[src/rtl/cla_multiword_seq_ctrl.sv]
// Multi-word adder sequencer: one WIDTH-bit carry-lookahead slice reused WORDS times,
// least-significant word first, with the inter-word carry held in a register.
module cla_multiword_seq_ctrl #(
  parameter int WIDTH = 16,
  parameter int WORDS = 4,
  localparam int N = WIDTH * WORDS
) (
  input  logic         CLK,
  input  logic         RST,
  input  logic         IN_VALID,
  output logic         IN_READY,
  input  logic [N:1]   A,
  input  logic [N:1]   B,
  input  logic         CIN,
  output logic         OUT_VALID,
  input  logic         OUT_READY,
  output logic [N:1]   SUM,
  output logic         COUT
);
  localparam int IDX_W = (WORDS > 1) ? $clog2(WORDS) : 1;
  localparam logic [IDX_W-1:0] IDX_LAST = IDX_W'(WORDS - 1);

  typedef enum logic [1:0] {IDLE, RUN, DONE} state_t;

  state_t           state_q, state_d;
  logic [IDX_W-1:0] idx_q, idx_d;
  logic             carry_q, carry_d;
  logic [N:1]       a_q, a_d, b_q, b_d;
  logic [N:1]       sum_q, sum_d;
  logic             cout_q, cout_d;

  logic [WIDTH:1]   slice_a, slice_b, slice_sum;
  logic             slice_cout;

  // Word select for the shared slice; idx never exceeds WORDS-1.
  always_comb begin
    slice_a = '0;
    slice_b = '0;
    for (int w = 0; w < WORDS; w++) begin
      if (idx_q == IDX_W'(w)) begin
        slice_a = a_q[w*WIDTH+1 +: WIDTH];
        slice_b = b_q[w*WIDTH+1 +: WIDTH];
      end
    end
  end

  CLA_p_v #(.SIZE(WIDTH)) u_slice (
    .A    (slice_a),
    .B    (slice_b),
    .CIN  (carry_q),
    .SUM  (slice_sum),
    .COUT (slice_cout)
  );

  always_comb begin
    state_d = state_q;
    idx_d   = idx_q;
    carry_d = carry_q;
    a_d     = a_q;
    b_d     = b_q;
    sum_d   = sum_q;
    cout_d  = cout_q;
    case (state_q)
      IDLE: begin
        if (IN_VALID) begin
          a_d     = A;
          b_d     = B;
          carry_d = CIN;
          idx_d   = '0;
          state_d = RUN;
        end
      end
      RUN: begin
        for (int w = 0; w < WORDS; w++) begin
          if (idx_q == IDX_W'(w)) sum_d[w*WIDTH+1 +: WIDTH] = slice_sum;
        end
        carry_d = slice_cout;
        if (idx_q == IDX_LAST) begin
          cout_d  = slice_cout;
          idx_d   = '0;
          state_d = DONE;
        end else begin
          idx_d = idx_q + IDX_W'(1);
        end
      end
      DONE: begin
        if (OUT_READY) state_d = IDLE;
      end
      default: state_d = IDLE;
    endcase
  end

  always_ff @(posedge CLK or posedge RST) begin
    if (RST) begin
      state_q <= IDLE;
      idx_q   <= '0;
      carry_q <= 1'b0;
      a_q     <= '0;
      b_q     <= '0;
      sum_q   <= '0;
      cout_q  <= 1'b0;
    end else begin
      state_q <= state_d;
      idx_q   <= idx_d;
      carry_q <= carry_d;
      a_q     <= a_d;
      b_q     <= b_d;
      sum_q   <= sum_d;
      cout_q  <= cout_d;
    end
  end

  // Outputs come straight from flops.
  assign IN_READY  = (state_q == IDLE);
  assign OUT_VALID = (state_q == DONE);
  assign SUM       = sum_q;
  assign COUT      = cout_q;
endmodule

// SIZE-bit carry-lookahead adder built from 4-bit lookahead blocks, block carry chained.
module CLA_p_v #(
  parameter int SIZE = 16
) (
  input  logic [SIZE:1] A,
  input  logic [SIZE:1] B,
  input  logic          CIN,
  output logic [SIZE:1] SUM,
  output logic          COUT
);
  localparam int NBLK = SIZE / 4;

  logic [NBLK:0] blk_c;
  assign blk_c[0] = CIN;

  for (genvar i = 0; i < NBLK; i++) begin : g_blk
    cla_blk4 u_blk (
      .a    (A[i*4+1 +: 4]),
      .b    (B[i*4+1 +: 4]),
      .cin  (blk_c[i]),
      .sum  (SUM[i*4+1 +: 4]),
      .cout (blk_c[i+1])
    );
  end

  assign COUT = blk_c[NBLK];
endmodule

// 4-bit lookahead block: all internal carries and the block carry from p/g terms.
module cla_blk4 (
  input  logic [3:0] a,
  input  logic [3:0] b,
  input  logic       cin,
  output logic [3:0] sum,
  output logic       cout
);
  logic [3:0] p, g, c;
  logic       grp_g, grp_p;

  assign p = a ^ b;
  assign g = a & b;

  assign c[0] = cin;
  assign c[1] = g[0] | (p[0] & cin);
  assign c[2] = g[1] | (p[1] & g[0]) | (p[1] & p[0] & cin);
  assign c[3] = g[2] | (p[2] & g[1]) | (p[2] & p[1] & g[0]) | (p[2] & p[1] & p[0] & cin);

  assign grp_g = g[3] | (p[3] & g[2]) | (p[3] & p[2] & g[1]) | (p[3] & p[2] & p[1] & g[0]);
  assign grp_p = &p;

  assign sum  = p ^ c;
  assign cout = grp_g | (grp_p & cin);
endmodule

[config.mk]
export PLATFORM = sky130hd
export DESIGN_NAME = cla_multiword_seq_ctrl
export DESIGN_NICKNAME = d
export VERILOG_FILES = /design/src/rtl/cla_multiword_seq_ctrl.sv
export SDC_FILE = /design/constraint.sdc
export NUM_CORES = 1
export LEC_CHECK = 0
export ABC_AREA = 0
export CAP_MARGIN = 20
export CORE_MARGIN = 2
export CORE_UTILIZATION = 30
export DETAILED_ROUTE_END_ITERATION = 8
export HOLD_SLACK_MARGIN = 0.03
export PLACE_DENSITY = 0.49
export SYNTH_ARGS = -nofsm -noshare
export SYNTH_HDL_FRONTEND = slang
export SYNTH_SLANG_ARGS = --single-unit
[constraint.sdc]
create_clock -name CLK -period 9.8 [get_ports CLK]
set_clock_uncertainty 0.15 [all_clocks]
set_input_delay 1.47 -clock CLK [delete_from_list [all_inputs] [get_ports CLK]]
set_output_delay 1.47 -clock CLK [all_outputs]
set_load 0.03 [all_outputs]
Yosys cells after proc, flatten, opt, wreduce, memory -nomap -nowiden:

Cells that the tools add are included.

* register bits after elaboration: 198
* input bits: 133
* output and inout port bits: 67

* $add $sub $neg: 1
* equality and inequality tests: 8
* multiplexer cells: 17
* bitwise gates (word level): 112
* reductions and logical operators: 14

Operator list (count)
* 16-bit two-way mux: 8
* 1-bit bitwise AND: 60
* 1-bit OR: 40
* 4-bit XOR: 8
* 4-bit bitwise AND: 4
* 4-bit AND reduction: 4
* 2-bit AND reduction: 6
* 2-bit two-way mux: 5
* 2-bit equality test, second input constant: 3
* 2-bit one-hot mux with 3 select lines: 1
* 2-bit by 1-bit equality test with 1-bit output, second input constant: 2
* 2-bit zero test: 2
* 2-bit != test, second input constant: 2
* 2-bit one-hot mux with 2 select lines: 1
* 3-bit AND reduction: 1
* 2-bit by 1-bit adder with 2-bit output, second input constant: 1
* 2-bit by 1-bit != test with 1-bit output, second input constant: 1
* 1-bit one-hot mux with 2 select lines: 1
* 2-bit nonzero test: 1
* 1-bit two-way mux: 1

Logic depth before layout (Yosys ltp):

* depth after elaboration: 18
* gate-level depth with buffers: 19
* gate-level depth less buffers: 17

Hierarchy:

From an unflattened synthesis, not the netlist that was laid out.

* cell total of the unflattened synthesis: 642
* area total of the unflattened synthesis: 9621.7 um2

By module, submodules not included
* cla_multiword_seq_ctrl: instances 1, cells each 574, area each 9031.2 um2, sequential area each 4954.8 um2
* cla_blk4: instances 4, cells each 17, area each 147.6 um2, sequential area each 0.0 um2

Least setup slack after synthesis:

OpenSTA, ideal clock, no wires.

* kind: register to register
* start point: reg idx_q[0]
* end point: reg sum_q, in the netlist SUM[45]
* data arrival time: 3.599 ns
* required time: 9.567 ns
* setup slack: 5.968 ns
* stages on the path, launching flop included: 19
* path buffers: 3
* cell sequence: dfrtp_1 -> inv_1 -> ha_1 -> buf_2 -> nor2b_1 -> clkbuf_1 -> buf_2 -> a22oi_1 -> nor2_1 -> a21oi_1 -> o21ai_0 -> ha_1 -> a21oi_1 -> o21ai_1 -> a221o_1 -> or2_4 -> a21oi_1 -> fa_1 -> o21ai_0

* word-level cells in the longest chain between the ends: 16
* elaborated cells between the ends (all ways): 54

Ends and longest elaborated chain
* start, declared: RTL line 26 `logic [IDX_W-1:0] idx_q, idx_d;`
* start signal, assigned: RTL line 104 `idx_q <= idx_d;`
* 2-bit zero test: RTL line 40 `if (idx_q == IDX_W'(w)) begin`
* 16-bit two-way mux (4 in a row): RTL line 40
* 4-bit XOR / 4-bit bitwise AND (equally long branches): RTL line 159, 160
* 1-bit bitwise AND: RTL line 167 `assign grp_g = g[3] | (p[3] & g[2]) | (p[3] & p[2] & g[1]) | (p[3] & p[2] & p[1] & g[0]);`
* 1-bit OR / 1-bit bitwise AND (equally long branches) (2 in a row): RTL line 167
* 1-bit OR: RTL line 167
* 1-bit OR: RTL line 171 `assign cout = grp_g | (grp_p & cin);`
* 1-bit bitwise AND: RTL line 171
* 1-bit OR: RTL line 171
* 1-bit bitwise AND: RTL line 171
* 1-bit OR: RTL line 171
* 4-bit XOR: RTL line 170 `assign sum = p ^ c;`
* end signal, assigned: RTL line 108 `sum_q <= sum_d;`
* end, declared: RTL line 29 `logic [N:1] sum_q, sum_d;`

Parallel ways exist; a longest one is shown, timed or not.
A chain may end at the register's enable or synchronous reset.

Final worst setup path:

* start point: reg idx_q[1]
* end point: reg sum_q, in the netlist SUM[14]

* word-level cells in the longest chain between the ends: 18
* elaborated cells between the ends (all ways): 57

Ends and longest elaborated chain
* 2-bit zero test: RTL line 40, 75
* 16-bit two-way mux (4 in a row): RTL line 40
* 4-bit XOR / 4-bit bitwise AND (equally long branches): RTL line 159, 160
* 1-bit bitwise AND: RTL line 167
* 1-bit OR / 1-bit bitwise AND (equally long branches) (2 in a row): RTL line 167
* 1-bit OR: RTL line 167
* 1-bit OR: RTL line 171
* 1-bit bitwise AND: RTL line 171
* 1-bit OR: RTL line 171
* 1-bit bitwise AND: RTL line 171
* 1-bit OR: RTL line 171
* 1-bit bitwise AND: RTL line 163 `assign c[1] = g[0] | (p[0] & cin);`
* 1-bit OR: RTL line 163
* 4-bit XOR: RTL line 170

Parallel ways exist; a longest one is shown, timed or not.

==> flow_metrics.py <==
metrics = {
    "sta": {
        "timing_max_transition_violations_final": 0,
        "slew_headroom_pct": 33.89,
        "setup_violations": 0,
        "final-hold-violation-count": 0,
        "worstMarginPinSlew_ns": 0.9916,
        "layout_worst_path_cycle_share_pct": 49.49,
        "grt_setup_unrepaired": "no",
        "worst_hold_slack_ns": 0.3263,
        "tns_ns": 0,
        "layout_min_cycle_time_ns": 4.850,
        "fmaxAchievable_ghz": 0.2062,
    },
    "job": {
        "cap_violations": 0,
    },
    "clock_network": {
        "cts_tree": "yes",
        "cts_buffer_depth": 2,
        "cts-htree-levels": 4,
        "post_cts_buffers": 0,
        "cts-root-buf": "sky130_fd_sc_hd__clkbuf_16",
        "post_cts_resized": 0,
        "tritoncts.num_buffers": 17,
        "clkLatencyLatePin_ns": 0.44,
        "cts.reportedPaths.clkPinSlew_ns": 0.07,
        "clock_sink_count": 198,
        "cts_hold_repair.buffers": 0,
    },
    "worst_setup_path": {
        "regToRegSetupSlack_ns": 4.95,
        "worst-setup-path-type": "reg2reg",
        "worst-path-max-fanout": 29,
        "crit_path_end_kind": "flip-flop",
        "critPathLaunchType": "flip-flop",
        "path_cells": "inv_1 > ha_1 > buf_4 > nor2b_2 > buf_4 > a22oi_1 > nor2_1 > a21oi_1 > o21ai_0 > ha_1 > a21oi_1 > nand4b_1 > a21oi_1 > or2_4 > a21oi_1 > fa_1 > xor2_1 > o21ai_0",
        "cp_slowest_stage_delay_ns": 0.50,
        "critical_path_required_ns": 9.95,
        "worst-r2r-cell-count": 18,
        "crit_top_cell": "sky130_fd_sc_hd__a21oi_1",
        "rr_endpoint": "SUM[14]",
        "timing.critical_path.slowest_stage_cell": "sky130_fd_sc_hd__ha_1",
        "r2r_start": "idx_q[1]",
        "worst-endpoint-arrival_ns": 5.00,
    },
    "route": {
        "drtAntennaViolNets": 0,
        "1st_iter_drt_viols": 529,
        "routed_wirelength_mm": 27.00,
        "post-route-drc-count": 0,
        "detailed_route_vias_per_instance": 4.558,
        "first_pass_iters": 5,
        "wl_per_cell_um": 16.63,
        "route.vias.total": 7402,
    },
    "yosys": {
        "syn_avg_cell_area_um2": 8.530,
        "synthesis.area_mm2": 0.009025,
        "synth.ff_latch_count": 198,
        "ys_dominant_reg_cell": "sky130_fd_sc_hd__dfrtp_1",
        "synth_enable_flop_cells": 0,
        "synthArstFlopShare_pct": 100.0,
        "part_of_the_yosys_area_used_for_sequential_elements_pct": 54.90,
        "netlist-cell-type-count": 45,
        "synth.net_count": 1215,
        "syn_inst": 1058,
        "synth_warn": 0,
    },
    "finish": {
        "layout.nets": 1379,
        "fillers": 3109,
        "finish.cell_count_without_fillers": 1624,
        "layout-area-overhead-vs-synth_pct": 32.57,
        "diodes": 0,
        "most_frequent_standard_cell_in_the_layout_excluding_fill_and_tap_cells": "sky130_fd_sc_hd__nand2_1",
        "drive_gt1_share_pct": 5.429,
        "most-common-layout-cells": "sky130_fd_sc_hd__nand2_1, sky130_fd_sc_hd__clkdlybuf4s50_1, sky130_fd_sc_hd__dfrtp_1, sky130_fd_sc_hd__o21ai_0, sky130_fd_sc_hd__a21oi_1",
    },
    "power": {
        "peakVddDrop_uv": 183.8,
        "p_leak_nw": 5.674,
        "p_per_area_mw_per_mm2": 370.2,
    },
    "die": {
        "starting_density_of_the_core_pct": 30.45,
        "placeableCoreArea_mm2": 0.02964,
        "core.rowCount": 63,
        "die-width_um": 177.4,
        "chipHeight_um": 177.4,
        "floorplan.die_area_mm2": 0.03149,
        "io_pins": 200,
    },
    "placed_design": {
        "place.detailed.instances": 1590,
        "port_buffers": 199,
        "dp_hpwl_mm": 19.99,
        "finalWeightedCongestion": 0.7638,
    },
    "hold_path": {
        "sink_of_the_worst_hold_path": "b_q[64]",
        "timing.hold.worst_path_depth": 2,
        "timing.hold.worst.start": "b_q[64]",
        "worst_hold_path_type": "reg2reg",
    },
    "global_route": {
        "grt_util_all_layers_pct": 17.46,
        "initial_antenna_violation_count": 0,
        "grt_first_pass_wirelength_mm": 41.97,
        "gr-total-overflow": 0,
        "first_global_vias": 7304,
        "grt_max_degree": 124,
    },
    "outcome": {
        "outcome": "complete, no violations",
    },
}
[cells in the mapped netlist (2+ instances only)]
library cell | number | area, µm²
sky130_fd_sc_hd__nor3_1 | 2 | 10.01
sky130_fd_sc_hd__o21a_1 | 6 | 45.04
sky130_fd_sc_hd__clkbuf_8 | 2 | 27.53
sky130_fd_sc_hd__a22oi_1 | 25 | 187.7
sky130_fd_sc_hd__and3_2 | 2 | 15.01
sky130_fd_sc_hd__xor2_1 | 5 | 43.79
sky130_fd_sc_hd__buf_2 | 7 | 35.03
sky130_fd_sc_hd__nor2b_1 | 3 | 18.77
sky130_fd_sc_hd__dfrtp_1 | 198 | 4955
sky130_fd_sc_hd__clkbuf_1 | 50 | 187.7
sky130_fd_sc_hd__nand2b_1 | 3 | 18.77
sky130_fd_sc_hd__a21oi_1 | 52 | 260.3
sky130_fd_sc_hd__buf_1 | 6 | 22.52
sky130_fd_sc_hd__a21o_1 | 5 | 37.54
sky130_fd_sc_hd__fa_1 | 4 | 80.08
sky130_fd_sc_hd__nand2_1 | 484 | 1817
sky130_fd_sc_hd__o31ai_1 | 6 | 45.04
sky130_fd_sc_hd__and2_1 | 2 | 12.51
sky130_fd_sc_hd__mux2_2 | 8 | 90.09
sky130_fd_sc_hd__o21ai_0 | 88 | 440.4
sky130_fd_sc_hd__xnor2_1 | 4 | 35.03
sky130_fd_sc_hd__inv_1 | 5 | 18.77
sky130_fd_sc_hd__ha_1 | 20 | 250.2
sky130_fd_sc_hd__nand3_1 | 2 | 10.01
sky130_fd_sc_hd__nor2_1 | 49 | 183.9
[state kept, by name (all words and copies together), names as in the netlist]
register,cells
SUM,64
a_q,64
b_q,64
idx_q,2
state_q,2
COUT,1
carry_q,1
[area by class of cell]
type,count,area [µm²],share of cell area [%]
tap,390,488.0,4.079
clock buffer,17,425.4,3.556
sequential,198,4955,41.41
inverter,5,26.28,0.2196
timing repair buffer,210,2135,17.84
clock inverter,14,138.9,1.161
multi-input combinational,790,3796,31.73
[worst max-delay path by stage]
stage,slack [ns],start,end,depth (start not counted)
3_3_place_gp,5.12,idx_q[1],SUM[62],18
4_1_cts,4.88,idx_q[1],SUM[62],18
6_report,4.95,idx_q[1],SUM[14],18
5_1_grt,4.52,idx_q[1],SUM[14],18
2_1_floorplan,2.78,RST,COUT,1
3_5_place_dp,4.89,idx_q[1],SUM[62],18
[worst max-delay path, delay by kind of cell, from the launching register on]
| family | cells | cell delay (ns) |
|---|---|---|
| adders and majority gates | 3 | 1.31 |
| buffers and inverters | 3 | 0.73 |
| and+or+nand+nor | 4 | 0.63 |
| DFF | 1 | 0.41 |
| AOI/OAI and AO/OA | 7 | 1.24 |
| xor gates and xnor gates | 1 | 0.24 |
[cell families after synthesis]
kind of cell	Yosys count	synth area share, %
XOR/XNOR	9	0.8734
adder cells (fa/ha/maj)	24	3.660
AND/OR/NAND/NOR	553	23.65
multiplexers	8	0.9982
buffers and inverters	70	3.230
AO/OA/AOI/OAI	196	12.69
flip-flops	198	54.90
[where the power goes]
group	switching (mW)	leakage (nW)	internal, mW
logic	1.47	2.93	0.850
clock network	0.345	0.266	0.336
registers	0.233	2.48	1.20
[routing by layer]
layer  GRT usage (%)  vias to the layer above  wire (µm)
met5               0                        -          0
met4           3.381                        0        176
met3           3.085                       13       1335
met2           25.73                      212      11610
met1           26.74                     3432      13870
li1                -                     3745          -
[metrics by stage]
stage | util (%) | worst slack [ns] | power, mW | area, µm²
3_5_place_dp | 38.18 | 4.885 | 3.772 | 11320
2_1_floorplan | - | 2.783 | 2.904 | 9025
4_1_cts | 40.09 | 4.879 | 4.465 | 11880
3_3_place_gp | 38.18 | 5.123 | 3.741 | 11320
5_1_grt | 40.37 | 4.523 | 4.808 | 11960
6_report | 40.37 | 4.950 | 4.429 | 11960
(Power assumes the default switching activity.)
==> variant 1, RTL diff (config.mk and constraints unchanged) <==
`WORDS`: 4 -> 2.
--- a/src/rtl/cla_multiword_seq_ctrl.sv
+++ b/src/rtl/cla_multiword_seq_ctrl.sv
@@ -3,5 +3,5 @@
 module cla_multiword_seq_ctrl #(
   parameter int WIDTH = 16,
-  parameter int WORDS = 4,
+  parameter int WORDS = 2,
   localparam int N = WIDTH * WORDS
 ) (
Interface: changed (resized A, B and SUM); port bits go from 200 to 104. No check against the original RTL was run, so the function may have changed too.
==> variant 1 against the unedited design <==
- setup slack improved by 1.0 ns
- synthesized area fell by 46%
- cell area down 47%
- sequential cell count fell by 97
- clock power down 52%
- global-route usage shrank 3.6 points
- power is 39% lower
- wire length down 59%
- fmax is 27% higher
- largest cell class unchanged
==> variant 1: results (changes against the unedited design) <==
- Initial drt markers: 163 (was 529)
- Placed Cells: 691 (was 1590)
- Dominant cells by area after synthesis: dfrtp_1 52%, mux2_2 23%, ha_1 4.1%, o21ai_0 2.7%, nand2_1 2.5% (was dfrtp_1 55%, nand2_1 20%, o21ai_0 4.9%, a21oi_1 2.9%, ha_1 2.8%)
- Insertion delay to the later sink of the worst-skew pair: 0.35 ns (was 0.44 ns)
- CP max stage delay: 0.72 ns (was 0.50 ns)
- R2r setup slk: 5.97 ns (was 4.95 ns)
- Status: completed (unchanged)
- Layout Nets: 575 (was 1379)
- Peak supply drop: 141 µV (was 184 µV)
- Initial antenna violation count: 1 (was 0)
- Global-route wire length before repair: 18400 µm (was 42000 µm)
- Pre-CTS setup slack: 5.94 ns (was 4.89 ns)
- Reg2Reg Depth: 11 (was 18)
- Total track usage: 13.8% (was 17.5%)
- Slowest library cell on the worst path: dfrtp_1 (was ha_1)
- Layout cells sized above 1: 26.7% (was 5.43%)
- Placer congestion estimate: 0.744 (was 0.764)
- Largest net degree at the start of global routing: 76 (was 124)
- Crit. Startpoint: idx_q (was idx_q[1])
- Routed vias: 3255 (was 7402)
- DP HPWL: 8380 µm (was 20000 µm)
- Mapped Nets: 474 (was 1215)
- CP Capture Point: SUM[29] (was SUM[14])
- WL/cell: 15.8 µm (was 16.6 µm)
- Mapped Cells: 385 (was 1058)
- Vias in the first global route: 3376 (was 7304)
- CTS buffer count: 9 (was 17)
- TritonRoute pass-1 iters: 4 (was 5)
==> variant 1: cell count changes after synthesis, moves of 42 or more <==
cell,unedited run,this run
a21oi_1,52,6
clkbuf_1,50,8
dfrtp_1,198,101
mux2_2,8,100
nand2_1,484,32
o21ai_0,88,26
==> variant 1: final cells by class <==
cell class / instances / area, µm²
fill: 1579 / 9500
sequential: 101 / 2530
multi-input combinational: 260 / 2230
timing repair buffer: 108 / 1070
tap: 216 / 270
clock buffer: 13 / 250
inverter: 6 / 25.0
clock inverter: 2 / 10.0
antenna: 1 / 2.50
==> variant 1: how the worst min path moves through the flow <==
| stage | depth (start not counted) | from | slack [ns] | endpoint |
|---|---|---|---|---|
| after floorplan | 1 | a_q[26] | 0.32 | a_q[26] |
| after global placement | 2 | SUM[6] | 0.31 | SUM[6] |
| after detailed placement | 2 | SUM[10] | 0.32 | SUM[10] |
| after CTS | 2 | SUM[10] | 0.33 | SUM[10] |
| after global routing | 2 | SUM[10] | 0.36 | SUM[10] |
| final | 2 | SUM[10] | 0.33 | SUM[10] |
==> variant 1: metal layers <==
metal	vias to the layer above	track usage [%]	wire length, µm	part of all wire (%)
li1	1580	-	-	-
met1	1589	19.2	5510	49
met2	72	20.7	5000	45
met3	14	3.82	485	4.3
met4	0	4.83	211	1.9
met5	-	0	0	0
==> variant 1: worst register-to-register path, stage by stage (launching register included) <==
cell and delay [ns]:
dfrtp_1 0.72, buf_4 0.42, mux2_2 0.39, ha_1 0.35, nand2_1 0.10, nand2b_1 0.08, nand2_1 0.10, a21o_2 0.24
a21boi_0 0.30, or2_2 0.19, fa_1 0.42, mux2_2 0.27
==> variant 1: kinds of logic (layout without fill, tap and decap cells) <==
family | Yosys count | count (layout) | synth area share, %
AO/OA/AOI/OAI | 59 | 59 | 7.93
XOR/XNOR | 7 | 7 | 1.26
adder cells (fa/ha/maj) | 20 | 20 | 5.76
buffers and inverters | 24 | 129 | 2.24
flip-flops | 101 | 101 | 52.0
multiplexers | 102 | 102 | 23.6
other | 0 | 1 | 0
AND/OR/NAND/NOR | 72 | 72 | 7.26
==> variant 1: through the flow <==
step,hold WS (ns),instance area [µm²],total power [mW]
final,0.326,6380,2.68
after CTS,0.334,6380,2.73
after floorplan,0.325,4860,1.89
after detailed placement,0.319,6120,2.39
after global routing,0.355,6380,2.92
after global placement,0.313,6120,2.36
==> variant 1: power by group <==
group / switching, mW / internal (mW) / leakage (nW)
registers: 0.128 / 0.637 / 1.20
logic: 0.853 / 0.741 / 1.30
clock network: 0.150 / 0.177 / 0.129
==> variant 2, RTL diff (same settings) <==
Without the edit above. Re-encode `state_t` (3 states) as one-hot, 3 bits wide.
--- a/src/rtl/cla_multiword_seq_ctrl.sv
+++ b/src/rtl/cla_multiword_seq_ctrl.sv
@@ -21,5 +21,5 @@
   localparam logic [IDX_W-1:0] IDX_LAST = IDX_W'(WORDS - 1);
 
-  typedef enum logic [1:0] {IDLE, RUN, DONE} state_t;
+  typedef enum logic [2:0] {IDLE = 3'b001, RUN = 3'b010, DONE = 3'b100} state_t;
 
   state_t           state_q, state_d;
Formal check against the unedited RTL: same outputs for any inputs over 4 cycles, from zero or initial values and one cycle with RST high; so few cycles prove little.
==> variant 2 against the unedited design <==
- power up 8.3%
- critical path type unchanged
- sequential cell count is 1 higher
- wire length decreased by 0.11%
- setup slack got worse by 0.099 ns
- cell area is 2.5% higher
- fmax is 2.0% lower
- count of clock-buffer cells in the layout rose by 2
- clock power rose by 3.2%
- die area up 2.9%
- synthesized area up 2.9%
==> variant 2: results (changes against the unedited design) <==
- Status: completed (unchanged)
- WHS: 0.331 ns (was 0.326 ns)
- Post-synthesis sequential area ratio: 53.6% (was 54.9%)
- Synth Flop Type: dfrtp_1 (unchanged)
- Global-route wire length before repair: 42100 µm (was 42000 µm)
- Drt total wl: 27000 µm (about the same)
- Met3 Usage GRT: 3.55% (was 3.08%)
- Layout Nets: 1178 (was 1379)
- CP Capture Type: register (unchanged)
- Slowest library cell on the worst path: ha_2 (was ha_1)
- Clock root cell: clkbuf_16 (unchanged)
- HP Class: reg2reg (unchanged)
- Clock Tree Buf Depth: 2 (unchanged)
- DP HPWL: 19700 µm (was 20000 µm)
- Synth cell count leaders: 198 x dfrtp_1, 130 x mux2_2, 111 x nand2_1, 81 x o21ai_0 (was 484 x nand2_1, 198 x dfrtp_1, 88 x o21ai_0, 52 x a21oi_1, 50 x clkbuf_1)
- GR Util met2: 24.6% (was 25.7%)
- Worst reg2reg endpoint: SUM[62] (was SUM[14])
- Dominant cells by area after synthesis: dfrtp_1 53%, mux2_2 16%, nand2_1 4.5%, o21ai_0 4.4%, ha_1 2.7% (was dfrtp_1 55%, nand2_1 20%, o21ai_0 4.9%, a21oi_1 2.9%, ha_1 2.8%)
- Vias/cell: 4.89 (was 4.56)
- Setup bufs post-CTS: 0 (unchanged)
- Crit. Startpoint: idx_q[1] (unchanged)
- Worst-path clk slew: around 0.080 ns
- Asr flop ratio synth: 100% (unchanged)
- Hold endpoint: SUM[20] (was b_q[64])
- TritonRoute pass-1 iters: 4 (was 5)
- R2r setup slk: 4.85 ns (was 4.95 ns)
- H-tree depth: 4 (unchanged)
- Hold Crit Depth: 2 (unchanged)
- Worst-path fanout max: 40 (was 29)
- CTS buffer count: 17 (unchanged)
- Post-synth cell types: 48 (was 45)
- P_leak: 5.08 nW (was 5.67 nW)
- Initial antenna violation count: 2 (was 0)
- Largest delay share family, worst path: compound AO/OA/AOI/OAI gates (was adder cells)
- Cell Area, Placed: 11600 µm² (was 11300 µm²)
- Initial drt markers: 395 (was 529)
- Grt met1 use: 25.6% (was 26.7%)
- Insertion delay to the later sink of the worst-skew pair: roughly 0.43 ns
- Mapped Nets: 1003 (was 1215)
- Reg2Reg Depth: 17 (was 18)
- PortBufs: 199 (unchanged)
- Relative slew slack: 34.1% (was 33.9%)
- Hold Path Origin: SUM[20] (was b_q[64])
- Vias in the first global route: 7053 (was 7304)
- Total track usage: 16.8% (was 17.5%)
- Fillers: 3009 (was 3109)
- Post_cts resized: 0 (unchanged)
- Yosys warning total: 0 (unchanged)
- CP max stage delay: 0.75 ns (was 0.50 ns)
- Largest net degree at the start of global routing: 129 (was 124)
- Layout cells sized above 1: 17.5% (was 5.43%)
- Peak supply drop: 146 µV (was 184 µV)
- Placer congestion estimate: 0.763 (was 0.764)
==> variant 2: stage by stage <==
stage,cells,power [mW],worst slack (ns)
floorplan,846,3.19,2.76
detailed placement,1396,4.11,4.81
finish,1431,4.80,4.85
CTS,1428,4.83,4.79
global route,1430,5.17,4.32
global placement,1396,4.09,4.87
==> variant 2: where the power goes <==
part / switching [mW] / total (mW) / internal [mW] / leakage, nW
Sequential: 0.215 / 1.42 / 1.21 / 2.43
Combinational: 1.60 / 2.68 / 1.08 / 2.36
Clock: 0.349 / 0.702 / 0.353 / 0.283
Total: 2.16 / 4.80 / 2.64 / 5.08
==> variant 2: metal layers <==
| metal | vias to the layer above | part of all wire [%] | wire (µm) |
|---|---|---|---|
| met3 | 15 | 5.3 | 1420 |
| met1 | 3444 | 50 | 13600 |
| met2 | 182 | 43 | 11600 |
| met4 | 2 | 1.2 | 313 |
| li1 | 3361 | - | - |
| met5 | - | 0.048 | 13 |
==> variant 2: logic make-up (layout without fill, tap and decap cells) <==
kind of cell	after synthesis	count (layout)	synth area share, %
AOI/OAI and AO/OA	196	196	12.7
buffers and inverters	63	251	2.76
adders and majority gates	24	24	3.56
and+or+nand+nor	226	226	10.9
DFF	199	199	53.6
other	0	1	0
xor gates and xnor gates	6	6	0.566
muxes	132	132	16.0
==> variant 2: final cells by class <==
type                    count  area [µm²]  area share, %
clock inverters            13         128           1.04
inverters                  11        48.8          0.398
multi-input cells         584        4070           33.2
repair buffers            208        2090           17.0
clock buffers              19         453           3.69
flip-flops and latches    199        4980           40.6
diodes                      1        2.50         0.0204
well taps                 396         495           4.04
